<file path="config.mk">
export PLATFORM = sky130hd
export DESIGN_NAME = npu_host_seq_flat
export DESIGN_NICKNAME = d
export VERILOG_FILES = /design/src/rtl/npu_host_seq_pkg.sv /design/src/rtl/npu_host_seq_if.sv /design/src/rtl/npu_host_seq_chk.sv /design/src/rtl/npu_host_seq_fifo.sv /design/src/rtl/npu_host_seq.sv /design/src/flat_wrapper.sv
export SDC_FILE = /design/constraint.sdc
export NUM_CORES = 1
export LEC_CHECK = 0
export ABC_AREA = 1
export BUFFER_PORTS_ARGS = -buffer_cell sky130_fd_sc_hd__buf_4
export CORE_ASPECT_RATIO = 0.8
export CORE_MARGIN = 1.5
export CORE_UTILIZATION = 55
export DETAILED_ROUTE_END_ITERATION = 8
export PLACE_DENSITY = 0.72
export REMOVE_ABC_BUFFERS = 1
export SETUP_SLACK_MARGIN = 0.1
export SKIP_CTS_REPAIR_TIMING = 1
export SYNTH_ARGS = -nofsm -noshare
export SYNTH_HDL_FRONTEND = slang
export SYNTH_HIERARCHICAL = 1
export SYNTH_SLANG_ARGS = --single-unit
</file>
<file path="constraint.sdc">
create_clock -name clk -period 8.35 [get_ports clk]
set_input_delay 0 -clock clk [delete_from_list [all_inputs] [get_ports clk]]
set_output_delay 0 -clock clk [all_outputs]
set_load 0.01 [all_outputs]
</file>
<file path="src/rtl/npu_host_seq_pkg.sv">
// npu_host_seq_pkg: shared sequencer constants, state encoding and config-word helper.
package npu_host_seq_pkg;

   localparam int BUS_W     = 32;
   localparam int WCNT_DEF  = 13;
   localparam int CALC_DEF  = 8;
   localparam int OFIFO_DEF = 32;
   localparam int CFG_WORDS = 6;

   typedef enum logic [2:0] {
      ST_IDLE  = 3'd0,
      ST_CFG   = 3'd1,
      ST_WGT   = 3'd2,
      ST_INP   = 3'd3,
      ST_GAP   = 3'd4,
      ST_CALC  = 3'd5,
      ST_READ  = 3'd6,
      ST_DRAIN = 3'd7
   } seq_state_e;

   // Config word order on the npu bus: layers, in, h1, h2, out, act.
   function automatic logic [4:0] cfg_field(input logic [2:0] idx,
                                            input logic [1:0] layers,
                                            input logic [4:0] n_in,
                                            input logic [4:0] n_h1,
                                            input logic [4:0] n_h2,
                                            input logic [4:0] n_out,
                                            input logic [1:0] act);
      case (idx)
         3'd0:    cfg_field = {3'b000, layers};
         3'd1:    cfg_field = n_in;
         3'd2:    cfg_field = n_h1;
         3'd3:    cfg_field = n_h2;
         3'd4:    cfg_field = n_out;
         3'd5:    cfg_field = {3'b000, act};
         default: cfg_field = 5'd0;
      endcase
   endfunction

endpackage

</file>
<file path="src/rtl/npu_host_seq_if.sv">
// npu_host_seq_if: source stream, sink stream and npu word bus of the host sequencer.
interface npu_host_seq_if #(parameter int DATA_W = 32);
   logic              src_valid;
   logic [DATA_W-1:0] src_data;
   logic              src_ready;
   logic              snk_valid;
   logic [DATA_W-1:0] snk_data;
   logic              snk_ready;
   logic              npu_we;
   logic              npu_oe;
   logic [DATA_W-1:0] npu_data_o;
   logic              npu_data_drv;
   logic [DATA_W-1:0] npu_data_i;

   modport master (
      input  src_valid, src_data, snk_ready, npu_data_i,
      output src_ready, snk_valid, snk_data, npu_we, npu_oe, npu_data_o, npu_data_drv
   );

   modport slave (
      output src_valid, src_data, snk_ready, npu_data_i,
      input  src_ready, snk_valid, snk_data, npu_we, npu_oe, npu_data_o, npu_data_drv
   );
endinterface

</file>
<file path="src/rtl/npu_host_seq_chk.sv">
// npu_host_seq_chk: simulation checks on the output FIFO (no push when full, no pop when empty).
module npu_host_seq_chk (
   input logic clk,
   input logic rst,
   input logic push,
   input logic pop,
   input logic full,
   input logic empty
);
   a_no_overflow:  assert property (@(posedge clk) disable iff (!rst) !(push && full));
   a_no_underflow: assert property (@(posedge clk) disable iff (!rst) !(pop && empty));
endmodule

</file>
<file path="src/rtl/npu_host_seq_fifo.sv">
// npu_host_seq_fifo: synchronous FIFO holding captured npu output words until the sink takes them.
module npu_host_seq_fifo #(
   parameter  int DATA_W = 32,
   parameter  int DEPTH  = 32,
   localparam int PTR_W  = $clog2(DEPTH),
   localparam int CNT_W  = $clog2(DEPTH + 1)
) (
   input  logic              clk,
   input  logic              rst,
   input  logic              push,
   input  logic [DATA_W-1:0] push_data,
   input  logic              pop,
   output logic [DATA_W-1:0] pop_data,
   output logic              full,
   output logic              empty,
   output logic [CNT_W-1:0]  count
);
   localparam logic [PTR_W-1:0] PTR_LAST = PTR_W'(DEPTH - 1);

   logic [DATA_W-1:0] mem_r [DEPTH];
   logic [PTR_W-1:0]  wr_ptr_r;
   logic [PTR_W-1:0]  rd_ptr_r;
   logic [CNT_W-1:0]  count_r;

   function automatic logic [PTR_W-1:0] ptr_inc(input logic [PTR_W-1:0] p);
      ptr_inc = (p == PTR_LAST) ? '0 : p + PTR_W'(1);
   endfunction

   // Storage array, written on push only.
   always_ff @(posedge clk) begin
      if (push) begin
         mem_r[wr_ptr_r] <= push_data;
      end
   end

   // Pointers and occupancy.
   always_ff @(posedge clk or negedge rst) begin
      if (!rst) begin
         wr_ptr_r <= '0;
         rd_ptr_r <= '0;
         count_r  <= '0;
      end else begin
         if (push) wr_ptr_r <= ptr_inc(wr_ptr_r);
         if (pop)  rd_ptr_r <= ptr_inc(rd_ptr_r);
         case ({push, pop})
            2'b10:   count_r <= count_r + CNT_W'(1);
            2'b01:   count_r <= count_r - CNT_W'(1);
            default: count_r <= count_r;
         endcase
      end
   end

   assign pop_data = mem_r[rd_ptr_r];
   assign full     = (count_r == CNT_W'(DEPTH));
   assign empty    = (count_r == '0);
   assign count    = count_r;
endmodule

</file>
<file path="src/rtl/npu_host_seq.sv">
// npu_host_seq: streams a job (config, weights, inputs) onto the npu word bus, then captures and drains results.
// Optional perf counters perf_jobs/perf_stall are built when NPU_SEQ_PERF_EN is defined.
module npu_host_seq
   import npu_host_seq_pkg::*;
#(
   parameter int DATA_W  = BUS_W,
   parameter int WCNT_W  = WCNT_DEF,
   parameter int CALC_W  = CALC_DEF,
   parameter int OFIFO_D = OFIFO_DEF
) (
   input  logic              clk,
   input  logic              rst,
   input  logic              start,
   input  logic [1:0]        cfg_num_layers,
   input  logic [4:0]        cfg_num_in,
   input  logic [4:0]        cfg_num_h1,
   input  logic [4:0]        cfg_num_h2,
   input  logic [4:0]        cfg_num_out,
   input  logic [1:0]        cfg_act,
   input  logic [WCNT_W-1:0] cfg_num_w,
   input  logic [CALC_W-1:0] cfg_num_calc,
   output logic              busy,
   output logic              done,
`ifdef NPU_SEQ_PERF_EN
   output logic [31:0]       perf_jobs,
   output logic [31:0]       perf_stall,
`endif
   npu_host_seq_if.master    bus
);
   localparam int CNT_W  = (WCNT_W > CALC_W) ? WCNT_W : CALC_W;
   localparam int FCNT_W = $clog2(OFIFO_D + 1);

   seq_state_e        state_r, next_state_s;
   logic [CNT_W-1:0]  cnt_r, cnt_nxt_s, stream_last_s;
   logic [1:0]        layers_r, act_r;
   logic [4:0]        num_in_r, num_h1_r, num_h2_r, num_out_r;
   logic [WCNT_W-1:0] num_w_r;
   logic [CALC_W-1:0] num_calc_r;
   logic              busy_r, done_r, src_ready_r, we_r, oe_r, drv_r;
   logic [DATA_W-1:0] data_o_r, data_s;
   logic              we_s, oe_s, drv_s, done_s, xfer_s, pop_s, last_pop_s;
   logic              cap_valid_r;
   logic [DATA_W-1:0] cap_data_r, fifo_head_s;
   logic              fifo_full_s, fifo_empty_s;
   logic [FCNT_W-1:0] fifo_count_s;

   assign xfer_s        = bus.src_valid & src_ready_r;
   assign pop_s         = ~fifo_empty_s & bus.snk_ready;
   // Job is finished only once the capture pipe is empty and the final FIFO word leaves.
   assign last_pop_s    = pop_s & (fifo_count_s == FCNT_W'(1)) & ~cap_valid_r & ~oe_r;
   assign stream_last_s = (state_r == ST_WGT) ? (CNT_W'(num_w_r) - CNT_W'(1)) : CNT_W'(num_in_r);

   // Next-state, counter and bus-drive decode.
   always_comb begin
      next_state_s = state_r;
      cnt_nxt_s    = cnt_r;
      we_s         = 1'b0;
      oe_s         = 1'b0;
      drv_s        = 1'b0;
      done_s       = 1'b0;
      data_s       = '0;
      case (state_r)
         ST_IDLE: begin
            if (start) begin
               next_state_s = ST_CFG;
               cnt_nxt_s    = '0;
            end else begin
               next_state_s = ST_IDLE;
            end
         end
         ST_CFG: begin
            we_s   = 1'b1;
            drv_s  = 1'b1;
            data_s = DATA_W'(cfg_field(cnt_r[2:0], layers_r, num_in_r, num_h1_r,
                                       num_h2_r, num_out_r, act_r));
            if (cnt_r == CNT_W'(CFG_WORDS - 1)) begin
               cnt_nxt_s    = '0;
               next_state_s = (num_w_r == '0) ? ST_INP : ST_WGT;
            end else begin
               cnt_nxt_s = cnt_r + CNT_W'(1);
            end
         end
         ST_WGT, ST_INP: begin
            drv_s  = 1'b1;
            data_s = data_o_r;
            if (xfer_s) begin
               we_s   = 1'b1;
               data_s = bus.src_data;
               if (cnt_r == stream_last_s) begin
                  cnt_nxt_s    = '0;
                  next_state_s = (state_r == ST_WGT) ? ST_INP : ST_GAP;
               end else begin
                  cnt_nxt_s = cnt_r + CNT_W'(1);
               end
            end else begin
               we_s = 1'b0;
            end
         end
         ST_GAP: begin
            cnt_nxt_s    = '0;
            next_state_s = (num_calc_r == '0) ? ST_READ : ST_CALC;
         end
         ST_CALC: begin
            if (cnt_r == CNT_W'(num_calc_r) - CNT_W'(1)) begin
               cnt_nxt_s    = '0;
               next_state_s = ST_READ;
            end else begin
               cnt_nxt_s = cnt_r + CNT_W'(1);
            end
         end
         ST_READ: begin
            oe_s = 1'b1;
            if (cnt_r == CNT_W'(num_out_r)) begin
               cnt_nxt_s    = '0;
               next_state_s = ST_DRAIN;
            end else begin
               cnt_nxt_s = cnt_r + CNT_W'(1);
            end
         end
         ST_DRAIN: begin
            if (last_pop_s) begin
               done_s       = 1'b1;
               next_state_s = ST_IDLE;
            end else begin
               next_state_s = ST_DRAIN;
            end
         end
         default: next_state_s = ST_IDLE;
      endcase
   end

   // State, counter and job shadow registers.
   always_ff @(posedge clk or negedge rst) begin
      if (!rst) begin
         state_r    <= ST_IDLE;
         cnt_r      <= '0;
         layers_r   <= 2'd0;
         num_in_r   <= 5'd0;
         num_h1_r   <= 5'd0;
         num_h2_r   <= 5'd0;
         num_out_r  <= 5'd0;
         act_r      <= 2'd0;
         num_w_r    <= '0;
         num_calc_r <= '0;
      end else begin
         state_r <= next_state_s;
         cnt_r   <= cnt_nxt_s;
         if (state_r == ST_IDLE && start) begin
            layers_r   <= cfg_num_layers;
            num_in_r   <= cfg_num_in;
            num_h1_r   <= cfg_num_h1;
            num_h2_r   <= cfg_num_h2;
            num_out_r  <= cfg_num_out;
            act_r      <= cfg_act;
            num_w_r    <= cfg_num_w;
            num_calc_r <= cfg_num_calc;
         end
      end
   end

   // Registered status, handshake and npu bus outputs.
   always_ff @(posedge clk or negedge rst) begin
      if (!rst) begin
         busy_r      <= 1'b0;
         done_r      <= 1'b0;
         src_ready_r <= 1'b0;
         we_r        <= 1'b0;
         oe_r        <= 1'b0;
         drv_r       <= 1'b0;
         data_o_r    <= '0;
      end else begin
         busy_r      <= (next_state_s != ST_IDLE);
         done_r      <= done_s;
         src_ready_r <= (next_state_s == ST_WGT) || (next_state_s == ST_INP);
         we_r        <= we_s;
         oe_r        <= oe_s;
         drv_r       <= drv_s;
         data_o_r    <= data_s;
      end
   end

   // One-stage capture of npu_data_i while the npu is output-enabled.
   always_ff @(posedge clk or negedge rst) begin
      if (!rst) begin
         cap_valid_r <= 1'b0;
         cap_data_r  <= '0;
      end else begin
         cap_valid_r <= oe_r;
         if (oe_r) cap_data_r <= bus.npu_data_i;
      end
   end

   npu_host_seq_fifo #(.DATA_W(DATA_W), .DEPTH(OFIFO_D)) u_fifo (
      .clk      (clk),
      .rst      (rst),
      .push     (cap_valid_r),
      .push_data(cap_data_r),
      .pop      (pop_s),
      .pop_data (fifo_head_s),
      .full     (fifo_full_s),
      .empty    (fifo_empty_s),
      .count    (fifo_count_s)
   );

   npu_host_seq_chk u_chk (
      .clk  (clk),
      .rst  (rst),
      .push (cap_valid_r),
      .pop  (pop_s),
      .full (fifo_full_s),
      .empty(fifo_empty_s)
   );

`ifdef NPU_SEQ_PERF_EN
   logic [31:0] perf_jobs_r, perf_stall_r;

   // Completed-job counter (wraps) and source-stall counter (saturates).
   always_ff @(posedge clk or negedge rst) begin
      if (!rst) begin
         perf_jobs_r  <= 32'd0;
         perf_stall_r <= 32'd0;
      end else begin
         if (done_s) perf_jobs_r <= perf_jobs_r + 32'd1;
         if (src_ready_r && !bus.src_valid && perf_stall_r != 32'hFFFF_FFFF)
            perf_stall_r <= perf_stall_r + 32'd1;
      end
   end

   assign perf_jobs  = perf_jobs_r;
   assign perf_stall = perf_stall_r;
`endif

   assign busy             = busy_r;
   assign done             = done_r;
   assign bus.src_ready    = src_ready_r;
   assign bus.snk_valid    = ~fifo_empty_s;
   assign bus.snk_data     = fifo_head_s;
   assign bus.npu_we       = we_r;
   assign bus.npu_oe       = oe_r;
   assign bus.npu_data_drv = drv_r;
   assign bus.npu_data_o   = data_o_r;
endmodule

</file>
<file path="src/flat_wrapper.sv">
// flat-port wrapper written by rule: the top's interface ports become plain ports
module npu_host_seq_flat import npu_host_seq_pkg::*;
#(
   parameter int DATA_W  = BUS_W,
   parameter int WCNT_W  = WCNT_DEF,
   parameter int CALC_W  = CALC_DEF,
   parameter int OFIFO_D = OFIFO_DEF
)
  (clk, rst, start, cfg_num_layers, cfg_num_in, cfg_num_h1, cfg_num_h2, cfg_num_out, cfg_act, cfg_num_w, cfg_num_calc, busy, done, bus_src_valid, bus_src_data, bus_snk_ready, bus_npu_data_i, bus_src_ready, bus_snk_valid, bus_snk_data, bus_npu_we, bus_npu_oe, bus_npu_data_o, bus_npu_data_drv);
  npu_host_seq_if #(.DATA_W(DATA_W)) bus_i ();
  input  logic clk;
  input  logic rst;
  input  logic start;
  input  logic [1:0] cfg_num_layers;
  input  logic [4:0] cfg_num_in;
  input  logic [4:0] cfg_num_h1;
  input  logic [4:0] cfg_num_h2;
  input  logic [4:0] cfg_num_out;
  input  logic [1:0] cfg_act;
  input  logic [WCNT_W-1:0] cfg_num_w;
  input  logic [CALC_W-1:0] cfg_num_calc;
  output logic busy;
  output logic done;
  input wire logic [$bits(bus_i.src_valid)-1:0] bus_src_valid;
  input wire logic [$bits(bus_i.src_data)-1:0] bus_src_data;
  input wire logic [$bits(bus_i.snk_ready)-1:0] bus_snk_ready;
  input wire logic [$bits(bus_i.npu_data_i)-1:0] bus_npu_data_i;
  output wire logic [$bits(bus_i.src_ready)-1:0] bus_src_ready;
  output wire logic [$bits(bus_i.snk_valid)-1:0] bus_snk_valid;
  output wire logic [$bits(bus_i.snk_data)-1:0] bus_snk_data;
  output wire logic [$bits(bus_i.npu_we)-1:0] bus_npu_we;
  output wire logic [$bits(bus_i.npu_oe)-1:0] bus_npu_oe;
  output wire logic [$bits(bus_i.npu_data_o)-1:0] bus_npu_data_o;
  output wire logic [$bits(bus_i.npu_data_drv)-1:0] bus_npu_data_drv;
  assign bus_i.src_valid = bus_src_valid;
  assign bus_i.src_data = bus_src_data;
  assign bus_i.snk_ready = bus_snk_ready;
  assign bus_i.npu_data_i = bus_npu_data_i;
  assign bus_src_ready = bus_i.src_ready;
  assign bus_snk_valid = bus_i.snk_valid;
  assign bus_snk_data = bus_i.snk_data;
  assign bus_npu_we = bus_i.npu_we;
  assign bus_npu_oe = bus_i.npu_oe;
  assign bus_npu_data_o = bus_i.npu_data_o;
  assign bus_npu_data_drv = bus_i.npu_data_drv;
  npu_host_seq #(.DATA_W(DATA_W), .WCNT_W(WCNT_W), .CALC_W(CALC_W), .OFIFO_D(OFIFO_D)) u_core (.clk(clk), .rst(rst), .start(start), .cfg_num_layers(cfg_num_layers), .cfg_num_in(cfg_num_in), .cfg_num_h1(cfg_num_h1), .cfg_num_h2(cfg_num_h2), .cfg_num_out(cfg_num_out), .cfg_act(cfg_act), .cfg_num_w(cfg_num_w), .cfg_num_calc(cfg_num_calc), .busy(busy), .done(done), .bus(bus_i));
endmodule
</file>
* Word-level counts from Yosys, hierarchy flattened *
Memories as Yosys holds them, arrays and structs flattened.
Cells that the tools add are included.

word-level totals
  memories = 1
  register bits after elaboration = 148
  input bits = 114
  RAM bits = 1024
  logic and storage cells = 109
  output and inout bits = 71

memories
  memory               words  bits a word  rd ports  clocked after Yosys merged registers in  wr ports  RTL line                 RTL
  u_core.u_fifo.mem_r  32     32           1         0                                        1         npu_host_seq_fifo.sv:20  logic [DATA_W-1:0] mem_r [DEPTH];

operators by class
  eq/ne operators = 25
  bitwise logic cells = 8
  $add $sub $neg = 7
  reduce and logical (&&, ||, !) cells = 13
  mux-type cells = 33

operators with widths
  cell                                                                   count
  13-bit two-way mux                                                     7
  13-bit case mux with 6 select lines                                    1
  32-bit case mux with 2 select lines                                    1
  32-bit two-way mux                                                     1
  5-bit case mux with 6 select lines                                     1
  13-bit == test                                                         2
  3-bit two-way mux                                                      7
  3-bit case mux with 7 select lines                                     1
  3-bit by 2-bit == test with 1-bit output (second input constant)       6
  3-bit == test (second input constant)                                  6
  13-bit by 1-bit adder with 13-bit output (second input constant)       1
  13-bit by 3-bit == test with 1-bit output (second input constant)      1
  13-bit by 5-bit == test with 1-bit output                              1
  13-bit logical NOT                                                     1
  13-bit by 1-bit subtractor with 13-bit output (second input constant)  1
  6-bit case mux with 2 select lines                                     1
  5-bit by 1-bit adder with 5-bit output (second input constant)         2
  5-bit == test (second input constant)                                  2
  5-bit two-way mux                                                      2
  1-bit two-way mux                                                      9
  8-bit by 1-bit subtractor with 9-bit output (second input constant)    1
  8-bit logical NOT                                                      1
  6-bit by 1-bit adder with 6-bit output (second input constant)         1
  3-bit by 1-bit == test with 1-bit output (second input constant)       2
  other kinds (20)                                                       27

* Longest topological paths before layout *
Gate-level depths: netlist of run 1.

  depth after elaboration = 10
  depth in mapped cells = 18
  mapped depth without buffers = 18

* Modules after synthesis *
The synthesis of run 1 kept the hierarchy.

modules (own cells, without submodules)
  module             cells an instance  seq. area each (µm²)  area each (µm²)  times used
  npu_host_seq_fifo  3544               31149.9               42026.6          1
  npu_host_seq       778                3303.2                6683.9           1

* Least setup slack after synthesis of run 1 *
Ideal clock, no wire load.

  kind = register to register
  start = register u_core.cap_valid_r
  end = memory u_core.u_fifo.mem_r[31][0] (enable)
  slack = 5702 ps
  library setup time = 421 ps
  required time = 7929 ps
  data arrival time = 2227 ps
  buffers on the path = 1
  period minus slack after synthesis = 2648 ps
  stages on the path, launching flop included = 4
  cells stage by stage = dfrtp_1 clkbuf_1 nand2_1 nor2_1

on the way
  longest elaborated chain between the ends = 2

ends and longest elaborated chain
  element                                  RTL line                 RTL
  start: declaration                       npu_host_seq.sv:42       logic cap_valid_r;
  start signal: assignment                 npu_host_seq.sv:188      cap_valid_r <= oe_r;
  1-bit two-way mux                        npu_host_seq_fifo.sv:31  if (push) begin
  1-bit two-way mux (implied by the code)  npu_host_seq_fifo.sv:32  mem_r[wr_ptr_r] <= push_data;
  end: declaration                         npu_host_seq_fifo.sv:20

Every way passes these cells.

* Worst setup path after layout of run 1 *
  start = register u_core.u_fifo.rd_ptr_r[0]
  end = output port bus_snk_data[26]

on the way
  longest elaborated chain between the ends = 1

ends and longest elaborated chain
  element                   RTL line                 RTL
  start: declaration        npu_host_seq_fifo.sv:22  logic [PTR_W-1:0] rd_ptr_r;
  start signal: assignment  npu_host_seq_fifo.sv:44  if (pop) rd_ptr_r <= ptr_inc(rd_ptr_r);
  memory 32 x 32 bit        -
  end: declaration          flat_wrapper.sv:30       output wire logic [$bits(bus_i.snk_data)-1:0] bus_snk_data;

Every way passes these cells.

==> impl_metrics.json, run 1 <==
{
  "max-cap-violations": 0,
  "arrival_ps": 4500,
  "fillers": 6631,
  "clk_path_buf_depth": 3,
  "fin_crit_ps": 4500,
  "dieHeight_um": 269,
  "routed_wl_um": 131000,
  "finalHoldViolations": 12,
  "clk_pin_slew_worst_paths_ps": 60,
  "hp-class": "in2async",
  "path_class": "reg2out",
  "dp_cells": 5499,
  "tritoncts": "done",
  "io_buffers": 184,
  "cp-start-kind": "flip-flop",
  "boundaryPins": 185,
  "timing.rr.start": "u_core/u_fifo/count[2]",
  "fmaxAchievable_mhz": 222,
  "worstSkewPairLatency_ps": 700,
  "first_pass_iters": 6,
  "area_delta_synth_final_pct": 14.5,
  "violations": "hold timing",
  "fin_skew_ps": 39.1,
  "final_util_pct": 63.6,
  "dr_total_vias": 33972,
  "drtIter0Drc": 4187,
  "finalMaxSlewViolations": 0,
  "holdWs_ps": -15.7,
  "wl_per_cell_um": 22.4,
  "dp_hpwl_um": 66400,
  "fin_crit_sh_pct": 53.9,
  "avgViaCountPerCell": 5.82,
  "grt-ovfl-total": 0,
  "drive_above_1_share_pct": 10.7,
  "relSlewSlack_pct": 15.1,
  "crit_start": "u_core/u_fifo/rd_ptr_r[0]",
  "cp-end-kind": "output pin",
  "postRouteAntennaNets": 0,
  "htree_levels": 3,
  "synthesis.area_sq_um": 48700,
  "grt_usage_pct": 28.3,
  "cts_buffers": 109,
  "gp_congestion": 0.867,
  "instances_no_fill": 5837,
  "cp_max_fo": 183,
  "die-area_sq_um": 90400,
  "p_leak_nw": 19.4,
  "r2r_slack_ps": 5110,
  "grt_max_degree": 252,
  "reg2regPathDepth": 16,
  "rows": 97,
  "syn_inst": 4320,
  "rsz0062_at_grt": "no",
  "grt_first_pass_wirelength_um": 192000,
  "cp.required_ps": 8350,
  "start_util_pct": 55.6,
  "grt_pass1_vias": 30962,
  "synth_area_per_cell_sq_um": 11.3,
  "clockRootBuffer": "clkbuf_16",
  "p_per_area_nw_per_um2": 305,
  "antenna_found_initial": 2,
  "max-vdd-ir-drop_mv": 0.247,
  "cts_sinks": 1172,
  "status": "complete, but fails checks",
  "die_w_um": 336,
  "r2r_end": "u_core/u_fifo/count[4]",
  "nNetsFinal": 4689,
  "design.core.area_sq_um": 87600,
  "finalSetupViolations": 0,
  "ys_warn_count": 6,
  "drc": 0,
  "tightest_slew_ps": 1270
}
[cell type report]
| class | instances | area, sq um | area share (%) |
|---|---|---|---|
| antenna | 2 | 5.00 | 0.00897 |
| clock buffer | 153 | 3000 | 5.37 |
| clock inverter | 47 | 333 | 0.597 |
| inverter | 133 | 517 | 0.927 |
| multi-input combinational | 2770 | 12800 | 22.9 |
| sequential | 1172 | 34500 | 61.8 |
| tap | 1188 | 1490 | 2.67 |
| timing repair buffer | 372 | 3170 | 5.69 |
[flip-flops by register name, summed over array words and instances (netlist names), 2 cells and up]
name and cells:
u_core/num_out_r 5, u_core/u_fifo/rd_ptr_r 5, u_core/layers_r 2, u_core/num_w_r 13
u_core/cap_data_r 32, u_core/cnt_r 13, u_core/u_fifo/wr_ptr_r 5, u_core/num_h2_r 5
u_core/num_h1_r 5, u_core/u_fifo/mem_r 1024, u_core/u_fifo/count 6, u_core/state_r 3
u_core/num_calc_r 8, u_core/num_in_r 5, u_core/bus.npu_data_o 32, u_core/act_r 2
[worst max-delay path, cell delays in order, from the launching register on]
cell and delay [ps]:
dfrtp_4 930, buf_12 660, buf_4 860, nor2_1 120, nor2_1 110, o21ai_0 80, nand3_1 140, nand3_1 90
nand2_1 100, nand2_1 160, inv_1 90, buf_4 110
[per-stage QoR]
step,power [W],setup TNS (ps),cell area (sq um),setup WS [ps]
2_1_floorplan,0.0107,-342020,47500,-10570
3_3_place_gp,0.0122,0,51100,4690
3_5_place_dp,0.0123,0,51100,4690
4_1_cts,0.0169,0,54400,3950
5_1_grt,0.0179,0,55800,3590
6_report,0.0170,0,55800,3850
[worst max path at each step]
stage	endpoint	slack, ps	cells past startpoint
6_report	bus_snk_data[26]	3850	11
5_1_grt	bus_snk_data[15]	3590	11
4_1_cts	bus_snk_data[27]	3950	11
3_5_place_dp	bus_snk_data[15]	4690	11
3_3_place_gp	bus_snk_data[27]	4690	11
2_1_floorplan	bus_snk_data[10]	-10570	9
[power breakdown]
group	internal (W)	switching, W	total, W
Combinational	0.00177	0.00372	0.00549
Clock	0.00259	0.00211	0.00471
Sequential	0.00649	0.000321	0.00681
Total	0.0109	0.00615	0.0170
[layout by cell type (no fill, tap or decap), types with 3 or more instances in the layout]
master and count:
clkbuf_16 112, clkinv_2 24, dfrtp_4 3, inv_2 7
o22ai_1 4, inv_6 4, o21ai_1 70, nor2_2 4
nand3b_1 5, edfxtp_1 1024, mux2_2 51, nor2_4 33
dfrtp_1 143, nand3_1 482, a21oi_1 97, dlygate4sd3_1 136
o21ai_0 341, clkbuf_1 37, nand2_1 907, nand4_1 19
buf_4 232, buf_12 3, nor3_1 16, xnor2_1 6
clkbuf_8 4, bufinv_16 3, inv_1 121, clkinv_1 15
ha_1 17, nor4_1 4, xor2_1 22, nor2_1 667
[per-layer routing]
metal,share of wire [%],global-route usage (%),wire [um]
met5,0,0,0
met4,2.7,8.05,3550
met3,11,5.28,13900
met2,46,42.9,60200
met1,41,42.1,53100
Note: power is estimated with default switching activity, not from simulation.
==> inputs of run 2 (changes only) <==
==> constraint.sdc (replaced) <==
create_clock -name clk -period 4.25 [get_ports clk]
set_input_delay 0 -clock clk [delete_from_list [all_inputs] [get_ports clk]]
set_output_delay 0 -clock clk [all_outputs]
set_load 0.01 [all_outputs]
==> run 2 against run 1 <==
  * The flow now finishes without violations
  * Clock skew is 13 ps lower
  * Global-route usage hardly changed
  * Power is 99% higher
  * Count of clock-buffer cells in the layout is 15 lower
  * Core utilization is 0.56 points higher
  * Register-to-register slack worse by 3700 ps
  * Critical path type unchanged
  * Largest cell class unchanged
  * Largest power group unchanged
==> impl_metrics.json, run 2 (synthesis results as in run 1) <==
{
  "status": "completed",
  "regMostFlops": "u_core/u_fifo/mem_r",
  "grt_first_pass_wirelength_um": 192000,
  "boundaryPins": 185,
  "setup_tns_ps": 0,
  "hold_start": "bus_npu_data_i[27]",
  "wl_per_cell_um": 22.2,
  "met2_usage_pct": 42.4,
  "grt_pass1_vias": 31051,
  "dr_total_vias": 33878,
  "reg2regPathDepth": 3,
  "finalSetupViolations": 0,
  "final_common_cell": "edfxtp_1",
  "timing.rr.start": "u_core/cap_valid_r",
  "design.core.area_sq_um": 87600,
  "dp_slack_ps": 1530,
  "die-area_sq_um": 90400,
  "worst_slack_ps": 852,
  "rsz0062_at_grt": "no",
  "area_delta_synth_final_pct": 15.5,
  "fin_skew_ps": 26.2,
  "drive_above_1_share_pct": 11.4,
  "max-cap-violations": 0,
  "cp-start-kind": "flip-flop",
  "cp.required_ps": 4250,
  "tritoncts": "done",
  "die_w_um": 336,
  "p_leak_nw": 19.7,
  "tightest_slew_ps": 1270,
  "r2r_end": "u_core/u_fifo/mem_r[15][21]",
  "relSlewSlack_pct": 15.0,
  "holdWs_ps": 93.8,
  "finalHoldViolations": 0,
  "path_class": "reg2out",
  "dieHeight_um": 269,
  "final_cell_mix": "edfxtp_1, nand2_1, nor2_1, nand3_1, o21ai_0",
  "grt_usage_pct": 28.2,
  "cts_buffers": 109,
  "grtUsageMet1_pct": 41.9,
  "fin_crit_sh_pct": 79.9,
  "htree_levels": 3,
  "instances_no_fill": 5869,
  "drtIter0Drc": 4280,
  "clockRootBuffer": "clkbuf_16",
  "drc": 0,
  "arrival_ps": 3400,
  "gp_congestion": 0.877,
  "r2r_slack_ps": 1460,
  "rows": 97,
  "routed_wl_um": 130000,
  "grt_max_degree": 218,
  "max-vdd-ir-drop_mv": 0.633,
  "start_util_pct": 55.6,
  "cp-end-kind": "output pin",
  "first_pass_iters": 6,
  "grt-ovfl-total": 0,
  "power_w": 0.0338,
  "p_per_area_nw_per_um2": 601,
  "fin_crit_ps": 3400,
  "clk_pin_slew_worst_paths_ps": 60,
  "hp-class": "in2reg",
  "finalMaxSlewViolations": 0,
  "largest_reg_flops": 1024,
  "cts_sinks": 1172,
  "io_buffers": 184,
  "grt.busiest_layer": "met2",
  "whs_endpoint": "u_core/cap_data_r[27]",
  "worstSkewPairLatency_ps": 690,
  "avgViaCountPerCell": 5.77,
  "fmaxAchievable_mhz": 294,
  "postRouteAntennaNets": 0,
  "met3_usage_pct": 6.18,
  "cp_max_fo": 29,
  "dp_hpwl_um": 71000,
  "antenna_found_initial": 0,
  "clk_path_buf_depth": 3,
  "nNetsFinal": 4715,
  "holdPathStages": 3,
  "dp_cells": 5529
}
## run 2: changes by cell type in the layout (fill, tap and decap cells not counted), moves of 2 or more
cell           previous run  this run
inv_6                     4         2
clkinvlp_4                1         6
diode_2                   2         4
clkinv_2                 24        27
clkbuf_8                  4         6
buf_12                    3        19
bufinv_16                 3         5
clkbuf_1                 37        20
dlygate4sd3_1           136       132
buf_4                   232       246
clkinv_1                 15        27
## run 2: worst max-delay path by stage
stage,from,endpoint
floorplan,u_core/u_fifo/rd_ptr_r[0],bus_snk_data[10]
global placement,u_core/u_fifo/count[3],u_core/u_fifo/count[4]
detailed placement,u_core/u_fifo/count[0],u_core/u_fifo/count[4]
CTS,u_core/u_fifo/rd_ptr_r[2],bus_snk_data[18]
global route,u_core/u_fifo/rd_ptr_r[0],bus_snk_data[19]
finish,u_core/u_fifo/rd_ptr_r[2],bus_snk_data[18]
## run 2: per-layer routing
metal	up-vias	wire (um)
met5	-	0
met3	208	13300
met2	1687	59900
met4	0	3280
li1	15500	-
met1	16483	53900
## run 2: critical path, stage by stage, from the launching register on
cell	delay, ps
dfrtp_4	670
nand2_1	170
inv_2	660
buf_4	450
nand3_1	120
nand2_1	70
a21oi_1	130
nand2_1	200
nand2_1	70
inv_1	50
buf_4	110
## run 2: power breakdown
part | internal (W) | switching [W] | total (W) | leakage [nW]
clock | 0.00522 | 0.00422 | 0.00945 | 1.68
combinational | 0.00358 | 0.00754 | 0.0111 | 8.83
sequential | 0.0128 | 0.000488 | 0.0132 | 9.15
## run 2: area by class of cell
type / count / area [sq um]
Timing Repair Buffer: 398 / 3560
Fill cell: 6530 / 31400
Inverter: 133 / 517
Tap cell: 1188 / 1490
Clock buffer: 138 / 2960
Clock inverter: 66 / 474
Multi-Input combinational cell: 2770 / 12800
Sequential cell: 1172 / 34500
Antenna cell: 4 / 10.0
## run 2: stage by stage
step                      instance area [sq um]  utilization, %
final                                     56300            64.2
after global routing                      56300            64.2
after CTS                                 54900            62.7
after detailed placement                  51500            58.8
after global placement                    51500            58.8
after floorplan                           47500               -
